--- config.mk ---
export PLATFORM = sky130hd
export DESIGN_NAME = mem_arbiter
export DESIGN_NICKNAME = d
export VERILOG_FILES = /design/src/rtl/mem_arb_pkg.sv /design/src/rtl/mem_arb_rr.sv /design/src/rtl/mem_arbiter.sv
export SDC_FILE = /design/constraint.sdc
export NUM_CORES = 1
export LEC_CHECK = 0
export ABC_AREA = 1
export BUFFER_PORTS_ARGS = -buffer_cell sky130_fd_sc_hd__buf_2
export CAP_MARGIN = 20
export CELL_PAD_IN_SITES_DETAIL_PLACEMENT = 0
export CELL_PAD_IN_SITES_GLOBAL_PLACEMENT = 1
export CORE_UTILIZATION = 34
export DETAILED_ROUTE_END_ITERATION = 10
export PLACE_DENSITY = 0.95
export RECOVER_POWER = 50
export SYNTH_ARGS = -nofsm -noshare
export SYNTH_HDL_FRONTEND = slang
export SYNTH_SLANG_ARGS = --single-unit
--- constraint.sdc ---
create_clock -name Clock -period 5.4 [get_ports Clock]
set_input_delay 0.27 -clock Clock [delete_from_list [all_inputs] [get_ports Clock]]
set_output_delay 0.27 -clock Clock [all_outputs]
set_load 0.05 [all_outputs]
--- src/rtl/mem_arb_pkg.sv ---
// Shared types and constants for the two-requester data-memory arbiter.
package mem_arb_pkg;

    localparam int NUM_REQ = 2;

    typedef enum logic [1:0] {
        IDLE,
        ISSUE,
        RDWAIT
    } arb_state_t;

    typedef logic owner_t;

endpackage

--- src/rtl/mem_arb_rr.sv ---
// Combinational winner picker for the memory arbiter.
// MEM_ARB_PRIO_EN: requester 1 has strict priority; otherwise round-robin on last_owner.
module mem_arb_rr
    import mem_arb_pkg::*;
(
    input  logic [NUM_REQ-1:0] req,
    input  owner_t             last_owner,
    output logic               any,
    output owner_t             winner
);

`ifdef MEM_ARB_PRIO_EN
    logic unused_last_owner;
    assign unused_last_owner = last_owner;

    always_comb begin
        any    = |req;
        winner = req[1];
    end
`else
    always_comb begin
        any    = |req;
        winner = 1'b0;
        case (req)
            2'b01:   winner = 1'b0;
            2'b10:   winner = 1'b1;
            2'b11:   winner = ~last_owner;
            default: winner = 1'b0;
        endcase
    end
`endif

endmodule

--- src/rtl/mem_arbiter.sv ---
// Serialises processor (0) and loader (1) accesses onto a single-ported data memory.
// Build option MEM_ARB_PRIO_EN (in mem_arb_rr) gives requester 1 strict priority.
module mem_arbiter
    import mem_arb_pkg::*;
#(
    parameter int AW         = 16,
    parameter int DW         = 32,
    parameter int RD_LATENCY = 1
) (
    input  logic               Clock,
    input  logic               Reset,
    input  logic [NUM_REQ-1:0] Req,
    input  logic [NUM_REQ-1:0] Write,
    input  logic [AW-1:0]      Addr0,
    input  logic [AW-1:0]      Addr1,
    input  logic [DW-1:0]      WData0,
    input  logic [DW-1:0]      WData1,
    output logic [NUM_REQ-1:0] Gnt,
    output logic [NUM_REQ-1:0] RValid,
    output logic [DW-1:0]      RData,
    output logic [AW-1:0]      MemAddr,
    output logic               MemReadEn,
    output logic               MemWriteEn,
    output logic [DW-1:0]      MemWData,
    input  logic [DW-1:0]      MemRData
);

    localparam int CW = 3;

    arb_state_t         state_q, state_d;
    owner_t             last_owner_q, last_owner_d;
    owner_t             owner_q, owner_d;
    logic [CW-1:0]      cnt_q, cnt_d;
    logic [NUM_REQ-1:0] gnt_q, gnt_d;
    logic [NUM_REQ-1:0] rvalid_q, rvalid_d;
    logic [DW-1:0]      rdata_q, rdata_d;
    logic [AW-1:0]      mem_addr_q, mem_addr_d;
    logic               mem_re_q, mem_re_d;
    logic               mem_we_q, mem_we_d;
    logic [DW-1:0]      mem_wdata_q, mem_wdata_d;

    logic               req_any;
    owner_t             winner;

    mem_arb_rr u_rr (
        .req       (Req),
        .last_owner(last_owner_q),
        .any       (req_any),
        .winner    (winner)
    );

    always_comb begin
        state_d      = state_q;
        last_owner_d = last_owner_q;
        owner_d      = owner_q;
        cnt_d        = cnt_q;
        gnt_d        = '0;
        rvalid_d     = '0;
        rdata_d      = rdata_q;
        mem_addr_d   = mem_addr_q;
        mem_re_d     = 1'b0;
        mem_we_d     = 1'b0;
        mem_wdata_d  = mem_wdata_q;

        case (state_q)
            IDLE: begin
                if (req_any) begin
                    // Memory controls are loaded here so they are live for exactly the ISSUE cycle.
                    owner_d        = winner;
                    last_owner_d   = winner;
                    gnt_d[winner]  = 1'b1;
                    mem_addr_d     = winner ? Addr1 : Addr0;
                    mem_wdata_d    = winner ? WData1 : WData0;
                    mem_we_d       = Write[winner];
                    mem_re_d       = ~Write[winner];
                    state_d        = ISSUE;
                end
            end
            ISSUE: begin
                if (mem_we_q) begin
                    state_d = IDLE;
                end else begin
                    state_d = RDWAIT;
                    cnt_d   = CW'(RD_LATENCY - 1);
                end
            end
            RDWAIT: begin
                if (cnt_q == '0) begin
                    rdata_d           = MemRData;
                    rvalid_d[owner_q] = 1'b1;
                    state_d           = IDLE;
                end else begin
                    cnt_d = cnt_q - CW'(1);
                end
            end
            default: state_d = IDLE;
        endcase
    end

    always_ff @(posedge Clock or posedge Reset) begin
        if (Reset) begin
            state_q      <= IDLE;
            last_owner_q <= 1'b1;
            owner_q      <= 1'b0;
            cnt_q        <= '0;
            gnt_q        <= '0;
            rvalid_q     <= '0;
            rdata_q      <= '0;
            mem_addr_q   <= '0;
            mem_re_q     <= 1'b0;
            mem_we_q     <= 1'b0;
            mem_wdata_q  <= '0;
        end else begin
            state_q      <= state_d;
            last_owner_q <= last_owner_d;
            owner_q      <= owner_d;
            cnt_q        <= cnt_d;
            gnt_q        <= gnt_d;
            rvalid_q     <= rvalid_d;
            rdata_q      <= rdata_d;
            mem_addr_q   <= mem_addr_d;
            mem_re_q     <= mem_re_d;
            mem_we_q     <= mem_we_d;
            mem_wdata_q  <= mem_wdata_d;
        end
    end

    assign Gnt        = gnt_q;
    assign RValid     = rvalid_q;
    assign RData      = rdata_q;
    assign MemAddr    = mem_addr_q;
    assign MemReadEn  = mem_re_q;
    assign MemWriteEn = mem_we_q;
    assign MemWData   = mem_wdata_q;

endmodule

==> flow_metrics.tcl, run 1 <==
set metrics [dict create \
    outcome "finished, violations left" \
    violations "capacitance limit, slew limit" \
    grt_pass1_wl_um 19400 \
    numClockSinks 93 \
    final_cell_mix "316 x nand2_1, 147 x buf_2, 92 x dfrtp_1" \
    crit_fanout 51 \
    cts_root_buf "clkbuf_16" \
    p_sw_frac 0.551 \
    yosysSeqAreaShare 0.536 \
    fp.dieArea_um2 13200 \
    critPathKind "register to register" \
    critPathLaunchType "register" \
    synth_top_area_frac 0.530 \
    final-seq-area_um2 2330 \
    postCtsHoldBufs 0 \
    wl_um 12200 \
    core_um2 12200 \
    wl_per_cell_um 13.1 \
    timing_hold_violations_final 0 \
    yosysWarnings 0 \
    route.detailed.drc 0 \
    slew_violations 46 \
    holdWs_ns 0.153 \
    final_nets 893 \
    hp-class "input pin to register" \
    switchingPower_mw 2.17 \
    irDropWorstVdd_mv 0.242 \
    antenna_found_initial 1 \
    whs_path_depth 3 \
    cap_viol_max_count 1 \
    port_buffers 219 \
    grt_max_degree 53 \
    fin_util 0.463 \
    ys_types 20 \
    fin_ws_ns 2.81 \
    post_cts_buffers 0 \
    ios 220 \
    end_kind "register" \
    place_area_um2 5450 \
    synth-seq-cells 93 \
    gp_congestion 0.748 \
    fin_skew_ns 0.00645 \
    pre_cts_slack_ns 2.77 \
    fillers 1317 \
    combPwrFrac 0.541 \
    worstPathRequired_ns 5.61 \
    die_h_um 115 \
    synth_cells 560 \
    r2r_setup_slack_ns 2.81 \
    clkPwrFrac 0.159 \
    r2r_start "last_owner_q" \
    vias 4246 \
    cts_made_buffers 9 \
    worst_slew_pin_slew_ns 2.04 \
    period_minus_slack_ns 2.59 \
    vias_per_cell 4.57 \
    finalSetupViolCount 0 \
    drt_iter0_drc 298 \
    whs_endpoint "RData[23]" \
    arrival_ns 2.81 \
    period_share 0.480 \
    ys_top_cells_by_area "dfrtp_1 53%, nand2_1 27%, nand3_1 9.7%" \
    leakagePower_nw 3.22 \
    path_clk_slew_ns 0.07 \
    fmax_mhz 386 \
    start_util 0.356 \
    power-per-cell-area_nw_per_um2 697 \
    pwr-share-seq 0.301 \
    h-tree-depth 3 \
    design_area_um2 5650 \
    max-clock-path-buffers 2 \
    reg2reg_depth 5 \
    first_pass_iters 6 \
    dp_hpwl_um 8220 \
    setup-tns-final_ns 0 \
    drive_above_1_share 0.234 \
    multiInputGateArea_um2 1740 \
    syn-num-nets 696 \
    ant_nets 0 \
    max_slew_margin -0.368 \
    grt_use_total 0.188 \
    power.internal_mw 1.77 \
    antenna_cells 0 \
    cts_tree "yes" \
    avgSynthCellArea_um2 7.76 \
    grt-ovfl-total 0 \
    layout_commonest_cell "nand2_1" \
    rsz0062_at_grt "no" \
    rr_endpoint "MemReadEn" \
    die_x_um 115 \
    netlist_area_um2 4340 \
    rows 40 \
    areaGrowthSynthToFinish_pct 30.1 \
    post_cts_resized 0 \
    grt_pass1_vias 3985 \
    synth_top_area_cell "dfrtp_1" \
    worstHoldStart "MemRData[23]" \
    clk_latency_ns 0.34 \
]
flip-flops by register name (all words and copies together) (netlist names), 2 cells and up:
register	count
MemWData	32
MemAddr	16
RData	32
RValid	2
Gnt	2
cnt_q	3
state_q	2
power groups by stage:
stage,clock [mW],combinational (mW),sequential [mW]
3_3_place_gp,0,2.20,1.17
2_1_floorplan,0,0.689,2.23
3_5_place_dp,0,2.23,1.18
6_report,0.624,2.13,1.18
4_1_cts,0.643,2.23,1.17
5_1_grt,0.670,2.31,1.22
cells by family after synthesis:
| kind of cell | count (synthesis) | share of synthesized area |
|---|---|---|
| buffers and inverters | 49 | 0.0628 |
| DFF | 93 | 0.536 |
| adders and majority gates | 2 | 0.00576 |
| AOI/OAI and AO/OA | 3 | 0.00346 |
| and+or+nand+nor | 413 | 0.392 |
final cells by class:
cell class / instances / share of cell area
Timing Repair Buffer: 222 / 0.182
Multi-Input combinational cell: 418 / 0.308
Sequential cell: 93 / 0.412
Clock buffer: 9 / 0.0399
Inverter: 13 / 0.00930
Tap cell: 168 / 0.0372
Clock inverter: 6 / 0.0113
cell usage after synthesis, drive strengths merged:
| library cell | n |
|---|---|
| a21oi | 2 |
| buf | 34 |
| clkbuf | 2 |
| dfrtp | 92 |
| dfstp | 1 |
| ha | 2 |
| inv | 13 |
| nand2 | 320 |
| nand3 | 84 |
| nand4 | 1 |
| nor2 | 8 |
| o21ai | 1 |
how the worst max path moves through the flow:
stage,from,to
after global routing,last_owner_q,MemWData[6]
after global placement,last_owner_q,MemReadEn
after floorplan,Reset,Gnt[0]
final,last_owner_q,MemReadEn
after CTS,last_owner_q,MemWData[31]
after detailed placement,Req[0],owner_q
per-layer routing:
layer / track usage / wire length [um]
met1: 0.232 / 5270
met2: 0.313 / 5730
met3: 0.0511 / 984
met4: 0.0753 / 176
met5: 0 / 13
worst max-delay path, cell delays in order (launching register included):
cell and delay, ns:
dfstp_2 0.53, nand2_2 0.57, nand2_2 1.01, nand2_1 0.15
nand2_1 0.10, nor2_1 0.04
per-stage QoR:
step                      std cells  power [mW]
after global routing            929        4.20
after global placement          914        3.37
after CTS                       929        4.05
after detailed placement        914        3.41
after floorplan                 560        2.92
final                           929        3.94
Power figures use the tool's default switching activity.
==> inputs of run 2 (changes only) <==
--- a/config.mk
+++ b/config.mk
@@ -10,9 +10,9 @@
 export CAP_MARGIN = 20
 export CELL_PAD_IN_SITES_DETAIL_PLACEMENT = 0
 export CELL_PAD_IN_SITES_GLOBAL_PLACEMENT = 1
-export CORE_UTILIZATION = 34
+export CORE_UTILIZATION = 28
 export DETAILED_ROUTE_END_ITERATION = 10
-export PLACE_DENSITY = 0.95
+export PLACE_DENSITY = 0.86
 export RECOVER_POWER = 50
 export SYNTH_ARGS = -nofsm -noshare
 export SYNTH_HDL_FRONTEND = slang
==> constraint.sdc (replaced) <==
create_clock -name Clock -period 2.35 [get_ports Clock]
set_input_delay 0.1175 -clock Clock [delete_from_list [all_inputs] [get_ports Clock]]
set_output_delay 0.1175 -clock Clock [all_outputs]
set_load 0.05 [all_outputs]
==> run 2 against run 1 <==
The run now ends clean; design area grew 7.0%; first-iteration DRC count shrank 37%; highest routed layer is now met4; sequential power grew 130%; sequential share of layout area shrank 2.7 points; via count grew 3.1%; worst hold slack lost 0.13 ns.
==> flow_metrics.tcl, run 2 (synthesized netlist as in run 1, its figures left out) <==
set metrics [dict create \
    max_slew_margin 0.142 \
    period_share 0.678 \
    areaGrowthSynthToFinish_pct 39.2 \
    timing_hold_violations_final 0 \
    grt_pass1_wl_um 20500 \
    r2r_start "cnt_q[0]" \
    fin_skew_ns 0.00900 \
    slew_violations 0 \
    drt_iter0_drc 188 \
    antenna_found_initial 0 \
    leakagePower_nw 3.47 \
    setup-tns-final_ns 0 \
    worst_slew_pin_slew_ns 1.29 \
    dp.cells 940 \
    ios 220 \
    grt_pass1_vias 4100 \
    drive_above_1_share 0.269 \
    cts_root_buf "clkbuf_16" \
    grt_max_degree 94 \
    power-per-cell-area_nw_per_um2 1530 \
    cap_viol_max_count 0 \
    antenna_cells 0 \
    worstPathRequired_ns 2.60 \
    rsz0062_at_grt "no" \
    start_util 0.287 \
    final_cells 983 \
    wl_um 12700 \
    whs_path_depth 3 \
    max-clock-path-buffers 2 \
    end_kind "async pin" \
    r2r_setup_slack_ns 0.77 \
    vias 4377 \
    rr_endpoint "RData[31]" \
    drt-met1-wl_um 5940 \
    layout_commonest_cell "nand2_1" \
    arrival_ns 1.85 \
    numClockSinks 93 \
    fp.dieArea_um2 16000 \
    whs_endpoint "RData[13]" \
    critPathLaunchType "input pin" \
    worstHoldStart "MemRData[13]" \
    met3_length_um 918 \
    critPathKind "input pin to async pin" \
    outcome "completed" \
    cts_tree "yes" \
    wl_per_cell_um 13.0 \
    top_layer_used "met4" \
    hp-class "input pin to register" \
    grt_use_total 0.164 \
    path_clk_slew_ns 0.07 \
    die_x_um 127 \
    clk_latency_ns 0.35 \
    final_cell_mix "316 x nand2_1, 176 x buf_2, 92 x dfrtp_1" \
    first_pass_iters 5 \
    h-tree-depth 3 \
    die_h_um 127 \
    post_cts_resized 0 \
    period_minus_slack_ns 1.59 \
    wl_met2_um 5730 \
    cts_made_buffers 9 \
    gp_congestion 0.733 \
    final_nets 926 \
    rows 45 \
    port_buffers 219 \
    reg2reg_depth 6 \
    core_um2 15100 \
    fmax_mhz 627 \
    route.detailed.drc 0 \
    ant_nets 0 \
    vias_per_cell 4.45 \
    dp_hpwl_um 8590 \
    finalSetupViolCount 0 \
    irDropWorstVdd_mv 0.587 \
    holdWs_ns 0.0204 \
    crit_fanout 93 \
    grt-ovfl-total 0 \
]
==> run 2: cell types whose count changed in the layout (fill, tap and decap cells not counted), sizes merged <==
cell / delta
buf: +34
dlygate4sd3: +27
clkbuf: -26
clkinvlp: -2
inv: +2
bufinv: -1
==> run 2: layout make-up <==
| class | instances | area [um^2] |
|---|---|---|
| fill | 1593 | 9100 |
| sequential | 93 | 2330 |
| multi-input combinational | 418 | 1740 |
| timing repair buffer | 255 | 1390 |
| clock buffer | 11 | 253 |
| tap | 188 | 235 |
| inverter | 13 | 55.1 |
| clock inverter | 5 | 40.0 |
==> run 2: power by group <==
group	internal, mW	total (mW)	switching (mW)	leakage [nW]
logic	1.04	5.08	4.04	2.16
clock network	0.787	1.43	0.646	0.147
registers	2.34	2.72	0.378	1.16
==> run 2: worst max path at each step <==
stage,startpoint,endpoint,slack (ns),depth (start not counted)
2_1_floorplan,cnt_q[0],RData[0],1.02,7
3_3_place_gp,cnt_q[0],RData[10],0.82,6
3_5_place_dp,cnt_q[0],RData[2],0.78,6
4_1_cts,cnt_q[0],RData[31],0.76,6
5_1_grt,Reset,MemWData[15],0.43,4
6_report,Reset,MemWData[4],0.76,4
==> run 2: timing repair <==
item | CTS | global route
hold endpoints to repair | 118 | 0
setup buffers | 0 | 0
endpoints found under the setup margin | 0 | 0
hold buffers | 27 | 0
==> run 2: metrics by stage <==
stage | cell area (um^2) | util | worst slack [ns] | power, mW
floorplan | 4350 | - | 1.02 | 6.70
global placement | 5550 | 0.366 | 0.815 | 7.88
detailed placement | 5550 | 0.366 | 0.781 | 7.93
CTS | 6110 | 0.404 | 0.759 | 9.45
global route | 6050 | 0.399 | 0.425 | 9.85
finish | 6050 | 0.399 | 0.756 | 9.23
==> run 2: critical path, stage by stage <==
cell	delay, ns
dlygate4sd3_1	0.54
clkbuf_1	0.12
clkinvlp_4	0.06
clkbuf_4	0.97
==> run 2: per-layer routing <==
metal	vias up	track usage
met5	-	0
met1	1995	0.213
met2	166	0.261
met3	15	0.0493
li1	2201	-
met4	0	0.0517
==> inputs of run 3 (changes only) <==
--- a/config.mk
+++ b/config.mk
@@ -10,9 +10,9 @@
 export CAP_MARGIN = 20
 export CELL_PAD_IN_SITES_DETAIL_PLACEMENT = 0
 export CELL_PAD_IN_SITES_GLOBAL_PLACEMENT = 1
-export CORE_UTILIZATION = 28
+export CORE_UTILIZATION = 31
 export DETAILED_ROUTE_END_ITERATION = 10
-export PLACE_DENSITY = 0.86
+export PLACE_DENSITY = 0.9
 export RECOVER_POWER = 50
 export SYNTH_ARGS = -nofsm -noshare
 export SYNTH_HDL_FRONTEND = slang
==> constraint.sdc (replaced) <==
create_clock -name Clock -period 1.6 [get_ports Clock]
set_input_delay 0.08 -clock Clock [delete_from_list [all_inputs] [get_ports Clock]]
set_output_delay 0.08 -clock Clock [all_outputs]
set_load 0.05 [all_outputs]
==> run 3 against run 2 <==
Via count grew 1.2%; clock power is 56% higher; highest routed layer unchanged; worst hold slack got worse by 0.0070 ns; final cell count up 0.51%; register-to-register slack got worse by 0.60 ns; total power increased by 49%; critical path type is now register to register; utilization is 6.3 points higher.
==> flow_metrics.tcl, run 3 (synthesized netlist as in run 1, its figures left out) <==
set metrics [dict create \
    critPathKind "register to register" \
    critical_path_buf_inv_count 2 \
    first_pass_iters 4 \
    post_cts_resized 0 \
    grt_pass1_wl_um 20800 \
    port_buffers 219 \
    cts_root_buf "clkbuf_16" \
    pre_cts_slack_ns 0.199 \
    antenna_cells 0 \
    fp.dieArea_um2 14500 \
    whs_path_depth 5 \
    fin_ws_ns 0.169 \
    power-per-cell-area_nw_per_um2 2210 \
    grt_use_total 0.181 \
    core_um2 13500 \
    leakagePower_nw 3.56 \
    antenna_found_initial 0 \
    cp_common_cell "ha_1" \
    cts_made_buffers 9 \
    period_share 0.894 \
    max_slew_margin 0.439 \
    fillers 1364 \
    finalSetupViolCount 0 \
    design_area_um2 6220 \
    dp_hpwl_um 8450 \
    power_mw 13.8 \
    slew_violations 0 \
    fmax_mhz 699 \
    gp_congestion 0.757 \
    die_h_um 120 \
    h-tree-depth 3 \
    hp-class "input pin to register" \
    r2r_setup_slack_ns 0.17 \
    die_x_um 120 \
    cp_slowest_cell "dfrtp_1" \
    cts_tree "yes" \
    grt_max_degree 94 \
    ios 220 \
    start_util 0.323 \
    max-clock-path-buffers 2 \
    wl_per_cell_um 12.9 \
    multiInputGateArea_um2 1740 \
    drt_iter0_drc 184 \
    fin_skew_ns 0.00738 \
    worstPathCellList "inv_1 > ha_1 > ha_1 > buf_4 > nand3_1 > nand2_1" \
    ant_nets 0 \
    cp_top_family "flip-flops" \
    grt-ovfl-total 0 \
    end_kind "register" \
    holdWs_ns 0.0134 \
    drive_above_1_share 0.267 \
    crit_cells 6 \
    critPathLaunchType "register" \
    arrival_ns 1.72 \
    layout_commonest_cell "nand2_1" \
    final_nets 943 \
    irDropWorstVdd_mv 0.923 \
    worst_slew_pin_slew_ns 0.842 \
    clk_latency_ns 0.35 \
    outcome "completed" \
    worstPathRequired_ns 1.89 \
    numClockSinks 93 \
    rsz0062_at_grt "no" \
    areaGrowthSynthToFinish_pct 43.3 \
    final_cell_mix "316 x nand2_1, 176 x buf_2, 92 x dfrtp_1" \
    cap_viol_max_count 0 \
    grt_pass1_vias 4354 \
    wl_um 12800 \
    reg2reg_depth 6 \
    final-seq-area_um2 2330 \
    vias_per_cell 4.48 \
    critical-path-max-stage-delay_ns 0.39 \
    place_area_um2 5570 \
    period_minus_slack_ns 1.43 \
    route.detailed.drc 0 \
    path_clk_slew_ns 0.07 \
    rows 42 \
    setup-tns-final_ns 0 \
    timing_hold_violations_final 0 \
    vias 4431 \
    crit_fanout 25 \
]
-- run 3: changes by cell type in the layout (fill, tap and decap cells not counted) --
cell           previous run  this run
dlygate4sd3_1            27        41
clkbuf_4                  1         0
inv_8                     0         1
buf_6                     0         1
bufinv_16                 0         1
buf_12                    1         2
clkbuf_8                  2         0
buf_4                     7         9
-- run 3: tightest hold or removal path, cell delays in order --
cell	delay (ns)
buf_2	0.08
nand2_1	0.04
nand2_1	0.05
nand2_1	0.04
nand2_1	0.04
-- run 3: final timing paths --
path,start,endpoint
worst max-delay path,cnt_q[0],RData[5]
worst min-delay path,WData0[20],MemWData[20]
worst max register to register,cnt_q[0],RData[5]
worst min register to register,owner_q,RValid[0]
max in group asynchronous,Reset,MemWData[7]
min in group asynchronous,Reset,RData[4]
-- run 3: final cells by class --
type / count / area share
Sequential cell: 93 / 0.374
Multi-Input combinational cell: 418 / 0.280
Clock inverter: 7 / 0.0131
Timing Repair Buffer: 272 / 0.253
Tap cell: 176 / 0.0354
Clock buffer: 9 / 0.0362
Inverter: 13 / 0.00885
-- run 3: what timing repair did --
action	4_1_cts	5_1_grt
hold buffers	41	0
buffers inserted	0	0
hold endpoints to repair	133	0
-- run 3: routing by layer --
layer / up-vias / wire length (um) / GRT usage
li1: 2233 / - / -
met1: 2017 / 5580 / 0.219
met2: 168 / 5980 / 0.312
met3: 13 / 1020 / 0.0500
met4: 0 / 187 / 0.0556
met5: - / 0 / 0
-- run 3: where the power goes --
part           total (mW)  switching [mW]  internal [mW]
registers            4.01           0.571           3.44
logic                7.52            5.92           1.60
clock network        2.23           0.987           1.24
total                13.8            7.48           6.28
-- run 3: stage by stage --
| step | utilization | cells |
|---|---|---|
| 2_1_floorplan | - | 560 |
| 3_3_place_gp | 0.414 | 931 |
| 3_5_place_dp | 0.414 | 931 |
| 4_1_cts | 0.467 | 988 |
| 5_1_grt | 0.463 | 988 |
| 6_report | 0.463 | 988 |
